--- src/rtl/mem_if_defs_pkg.sv ---
// Shared definitions for the burst master: FSM state encoding, active-low
// memory enable levels and default interface widths.
package mem_if_defs;

    localparam int unsigned DefAddrWidth = 8;
    localparam int unsigned DefDataWidth = 16;
    localparam int unsigned DefLenWidth  = 8;

    // Mem_En and Write_EN are active low on the memory side
    localparam logic MemOn  = 1'b0;
    localparam logic MemOff = 1'b1;

    typedef enum logic [1:0] {
        StIdle   = 2'b00,
        StWaitW  = 2'b01,
        StAccess = 2'b10
    } state_e;

endpackage

--- src/rtl/mem_addr_gen.sv ---
// Beat address register and remaining-beat down-counter for one burst.
// The address wraps modulo 2^AddrWidth; last_o flags the final beat.
module mem_addr_gen
    import mem_if_defs::*;
#(
    parameter int unsigned AddrWidth = DefAddrWidth,
    parameter int unsigned LenWidth  = DefLenWidth
) (
    input  logic                 clk_i,
    input  logic                 rst_ni,
    input  logic                 load_i,
    input  logic                 step_i,
    input  logic [AddrWidth-1:0] base_i,
    input  logic [LenWidth-1:0]  len_i,
    output logic [AddrWidth-1:0] addr_o,
    output logic                 last_o
);

    logic [AddrWidth-1:0] addr_d, addr_q;
    logic [LenWidth-1:0]  count_d, count_q;

    always_comb begin
        addr_d  = addr_q;
        count_d = count_q;
        if (load_i) begin
            addr_d  = base_i;
            count_d = len_i;
        end else if (step_i) begin
            addr_d  = addr_q + AddrWidth'(1);
            count_d = count_q - LenWidth'(1);
        end
    end

    always_ff @(posedge clk_i or negedge rst_ni) begin
        if (!rst_ni) begin
            addr_q  <= '0;
            count_q <= '0;
        end else begin
            addr_q  <= addr_d;
            count_q <= count_d;
        end
    end

    assign addr_o = addr_q;
    assign last_o = (count_q == '0);

endmodule

--- src/rtl/mem_burst_master.sv ---
// Burst initiator for the single-port, active-low-enable memory that acts on
// the negedge. All memory-side outputs are registered on the posedge.
module mem_burst_master
    import mem_if_defs::*;
#(
    parameter int unsigned AddrWidth = DefAddrWidth,
    parameter int unsigned DataWidth = DefDataWidth,
    parameter int unsigned LenWidth  = DefLenWidth
) (
    input  logic                 Clk,
    input  logic                 Reset_N,
    input  logic                 Start,
    input  logic                 Wr,
    input  logic [AddrWidth-1:0] Base_Addr,
    input  logic [LenWidth-1:0]  Len,
    input  logic [DataWidth-1:0] WData,
    input  logic                 WValid,
    output logic                 WReady,
    output logic [DataWidth-1:0] RData,
    output logic                 RValid,
    output logic                 Busy,
    output logic                 Done,
    output logic [AddrWidth-1:0] Mem_Addr,
    output logic [DataWidth-1:0] Mem_DIn,
    output logic                 Mem_Write_EN,
    output logic                 Mem_En,
    input  logic [DataWidth-1:0] Mem_DOut
);

    state_e               state_d, state_q;
    logic                 wr_d, wr_q;
    logic                 mem_en_d, mem_en_q;
    logic                 mem_we_d, mem_we_q;
    logic [DataWidth-1:0] mem_din_d, mem_din_q;
    logic [DataWidth-1:0] rdata_d, rdata_q;
    logic                 rvalid_d, rvalid_q;
    logic                 done_d, done_q;
    logic                 load, step, last;

    mem_addr_gen #(
        .AddrWidth(AddrWidth),
        .LenWidth (LenWidth)
    ) u_addr_gen (
        .clk_i (Clk),
        .rst_ni(Reset_N),
        .load_i(load),
        .step_i(step),
        .base_i(Base_Addr),
        .len_i (Len),
        .addr_o(Mem_Addr),
        .last_o(last)
    );

    always_comb begin
        state_d   = state_q;
        wr_d      = wr_q;
        mem_en_d  = mem_en_q;
        mem_we_d  = mem_we_q;
        mem_din_d = mem_din_q;
        rdata_d   = rdata_q;
        rvalid_d  = 1'b0;
        done_d    = 1'b0;
        load      = 1'b0;
        step      = 1'b0;

        unique case (state_q)
            StIdle: begin
                if (Start) begin
                    wr_d = Wr;
                    load = 1'b1;
                    if (Wr) begin
                        state_d = StWaitW;
                    end else begin
                        mem_en_d = MemOn;
                        mem_we_d = MemOff;
                        state_d  = StAccess;
                    end
                end
            end
            StWaitW: begin
                if (WValid) begin
                    mem_din_d = WData;
                    mem_en_d  = MemOn;
                    mem_we_d  = MemOn;
                    state_d   = StAccess;
                end
            end
            StAccess: begin
                // Memory completed this beat at the mid-cycle negedge
                if (!wr_q) begin
                    rdata_d  = Mem_DOut;
                    rvalid_d = 1'b1;
                end
                if (last) begin
                    mem_en_d = MemOff;
                    mem_we_d = MemOff;
                    done_d   = 1'b1;
                    state_d  = StIdle;
                end else begin
                    step = 1'b1;
                    if (wr_q) begin
                        mem_en_d = MemOff;
                        mem_we_d = MemOff;
                        state_d  = StWaitW;
                    end
                end
            end
            default: begin
                mem_en_d = MemOff;
                mem_we_d = MemOff;
                state_d  = StIdle;
            end
        endcase
    end

    always_ff @(posedge Clk or negedge Reset_N) begin
        if (!Reset_N) begin
            state_q   <= StIdle;
            wr_q      <= 1'b0;
            mem_en_q  <= MemOff;
            mem_we_q  <= MemOff;
            mem_din_q <= '0;
            rdata_q   <= '0;
            rvalid_q  <= 1'b0;
            done_q    <= 1'b0;
        end else begin
            state_q   <= state_d;
            wr_q      <= wr_d;
            mem_en_q  <= mem_en_d;
            mem_we_q  <= mem_we_d;
            mem_din_q <= mem_din_d;
            rdata_q   <= rdata_d;
            rvalid_q  <= rvalid_d;
            done_q    <= done_d;
        end
    end

    assign Busy         = (state_q != StIdle);
    assign WReady       = (state_q == StWaitW);
    assign RData        = rdata_q;
    assign RValid       = rvalid_q;
    assign Done         = done_q;
    assign Mem_DIn      = mem_din_q;
    assign Mem_Write_EN = mem_we_q;
    assign Mem_En       = mem_en_q;

endmodule

--- config.mk ---
export PLATFORM = sky130hd
export DESIGN_NAME = mem_burst_master
export DESIGN_NICKNAME = d
export VERILOG_FILES = /design/src/rtl/mem_if_defs_pkg.sv /design/src/rtl/mem_addr_gen.sv /design/src/rtl/mem_burst_master.sv
export SDC_FILE = /design/constraint.sdc
export NUM_CORES = 1
export LEC_CHECK = 0
export ABC_AREA = 1
export CELL_PAD_IN_SITES_DETAIL_PLACEMENT = 1
export CELL_PAD_IN_SITES_GLOBAL_PLACEMENT = 2
export CORE_ASPECT_RATIO = 1.25
export CORE_MARGIN = 1.5
export CORE_UTILIZATION = 26
export DETAILED_ROUTE_END_ITERATION = 12
export GPL_TIMING_DRIVEN = 0
export PLACE_DENSITY_LB_ADDON = 0.05
export RECOVER_POWER = 25
export REMOVE_ABC_BUFFERS = 1
export SETUP_SLACK_MARGIN = 0.5
export SYNTH_ARGS = -nofsm -noshare
export SYNTH_HDL_FRONTEND = slang
export SYNTH_SLANG_ARGS = --single-unit
--- constraint.sdc ---
create_clock -name Clk -period 3.4 [get_ports Clk]
set_input_delay 0.68 -clock Clk [delete_from_list [all_inputs] [get_ports Clk]]
set_output_delay 0.68 -clock Clk [all_outputs]
set_load 0.02 [all_outputs]
==> key figures <==
Timing
  – Final WS setup: 1.18 ns
  – FMAX: 451 MHz
  – Worst-Margin Slew: 1.29 ns
  – Fin Hold WS: 0.465 ns
  – RSZ-0062 raised after global routing: no
  – Max Transition Viols Final: 0
  – TNS Setup: 0 ns
  – Setup Skew: about 0.0038 ns
  – Period minus WS final: 2.22 ns
  – Setup violations, final: 0
  – Fin. Hold Viols: 0
  – Period utilization: 65.2%
  – Max-Slew Margin vs Limit: 13.9%

Run
  – Max_cap viols: 0

Clock network
  – CTS tree: done
  – Post-CTS resize count: 0
  – Reg clk slew, reported paths: 0.07 ns
  – Max Root-Sink Buffers: 2
  – Sink count of the clock tree: 55
  – Worst skew pair latency: 0.29 ns
  – Num CTS Buffers: 5
  – Root Buffer: clkbuf_16
  – Setup Fix Bufs, Post-CTS: 0
  – H-tree depth: 2
  – Hold Buf Count CTS: 0

Synth
  – Post-synthesis sequential area ratio: 52.4%
  – #FFs+latches synth: 55
  – Mean Syn Cell Area: 7.71 um2
  – Synth Warn #: 0
  – Synth unique cells: 26
  – Synthesized area: 2630 um2
  – Mapped Cells: 341

Finish
  – Layout Area Growth over Synthesis: 47.2%
  – Most frequent cells in the layout: nand2_1, clkdlybuf4s50_1, dfrtp_1
  – Layout cells sized above 1: under 10%
  – Commonest non-fill, non-tap cell in the layout: nand2_1
  – Net total in the final layout: 494
  – FILL cells: ~1,200
  – Diodes inserted: 0

Worst setup path
  – Reg2reg path depth: 8
  – CP arrival: 1.54 ns
  – Crit path max fanout: 4
  – CP Capture Point: WReady
  – Crit Path Class: reg -> out
  – Reg2reg end: u_addr_gen.addr_o[5]
  – Reg2reg setup slack: between 1 and 1.5 ns
  – Reg-to-reg startpoint: u_addr_gen.count_q[0]
  – WP data required: 2.72 ns
  – Setup crit start kind: flop
  – Crit end category: primary output
  – Crit path from: state_q[1]

GRT
  – GRT Residual Overflow: 0
  – Global-route wire length before repair: 12,100 um
  – Vias in the first global route: roughly 2,500
  – Largest net degree at the start of global routing: 35
  – GRT Overall Usage: approximately 14%
  – Initial antenna violation count: 0

Route
  – Via count of the routed design: 2,444
  – Residual DRC: 0
  – Final Routed Wirelength: just over 7000 um
  – Antenna-violating nets left: 0
  – Avg WL per Cell: roughly 13 um
  – Starting DRT DRC Count: 61
  – DRT Pass-1 Iters: 4
  – Via-per-instance ratio: 4.33

Die
  – DIE HEIGHT: roughly 120 um
  – Initial Util: 27.1%
  – Row count: 40
  – Die footprint: 10,700 um2
  – Core area: 9710 um2
  – Die width: 93.0 um
  – # IOs: 99

Place
  – I/O Buffers: 98
  – Placer Congestion: between 0.7 and 0.8
  – HPWL after detailed placement: 5220 um
  – DP Worst Slack: 0.969 ns

Power
  – Leak: 1.86 nW
  – Total power: 1.29 mW
  – Max VDD drop: approximately 170 uV
  – PD cells: 333 nW/um2

Worst hold path
  – Hold Crit Class: reg -> reg

Status
  – Status: completed
[layer usage]
metal	up-vias	wire [um]	GRT usage, %
met3	7	325	2.49
met5	-	0	0
met4	0	91	4.24
li1	1247	-	-
met2	58	3550	24.4
met1	1132	3220	18.4
[where the power goes]
part | internal (mW) | total (mW) | leakage, nW | switching, mW
clock network | 0.272 | 0.501 | 0.0669 | 0.229
logic | 0.0737 | 0.117 | 1.11 | 0.0437
registers | 0.664 | 0.668 | 0.684 | 0.00475
[worst min-delay path by stage]
| stage | start | endpoint | slack (ns) | cells after the start |
|---|---|---|---|---|
| global placement | RData[1] | RData[1] | 0.45 | 2 |
| CTS | Reset_N | wr_q | 0.38 | 1 |
| finish | Mem_Write_EN | Mem_Write_EN | 0.47 | 2 |
| global route | Mem_Write_EN | Mem_Write_EN | 0.49 | 2 |
| floorplan | Reset_N | Done | 0.38 | 0 |
| detailed placement | Mem_Write_EN | Mem_Write_EN | 0.46 | 2 |
[cell type report]
class	count	area, um2	area share (%)
inverters	28	105	2.71
flip-flops and latches	55	1380	35.6
clock inverters	2	12.5	0.323
well taps	126	158	4.07
repair buffers	99	995	25.7
clock buffers	6	129	3.33
multi-input cells	249	1090	28.2
[sequential cells by signal, summed over array words and instances (netlist names)]
register	flops
Mem_Write_EN	1
state_q	2
Mem_DIn	16
Mem_En	1
wr_q	1
u_addr_gen.count_q	8
RValid	1
u_addr_gen.addr_o	8
Done	1
RData	16
[per-stage QoR]
stage	std cells	instance area (um2)	utilization [%]
2_1_floorplan	332	2580	-
3_3_place_gp	556	3720	38.3
3_5_place_dp	557	3730	38.4
4_1_cts	565	3870	39.9
5_1_grt	565	3870	39.9
6_report	565	3870	39.9
[worst max-delay path: stages (launching register included)]
cell	delay (ns)
dfrtp_1	0.43
nor2_2	0.18
clkdlybuf4s50_1	0.64
[cells in the mapped netlist]
cell      instances  share of area [%]
buf_4             1               0.29
nor2_2            4               0.95
nor2_1           10                1.4
nor2_4            1               0.43
inv_1            24                3.4
nand2_2           3               0.71
o21ai_0          18                3.4
nand3b_1          1               0.29
nor3_1            1               0.19
or2_2             1               0.24
nand3_1          23                4.4
or2_0             6                1.4
dfrtp_1          53                 50
nand4_1           2               0.48
nand2_1         167                 24
inv_2             4               0.57
ha_1              3                1.4
o21ai_1           5               0.95
buf_6             1               0.43
buf_2             6                1.1
o21a_1            1               0.29
a21oi_1           1               0.19
xor2_1            1               0.33
dfstp_2           2                2.0
clkbuf_1          1               0.14
o21ai_4           1               0.62
[kinds of logic (layout without fill, tap and decap cells)]
kind of cell             count (synthesis)  after routing  share of synthesized area, %
AND/OR/NAND/NOR                        219            219                          34.3
AO/OA/AOI/OAI                           26             26                          5.47
flip-flops                              55             55                          52.4
XOR/XNOR                                 1              1                         0.333
adder cells (fa/ha/maj)                  3              3                          1.43
buffers and inverters                   37            135                          5.99
Power figures use the tool's default switching activity.
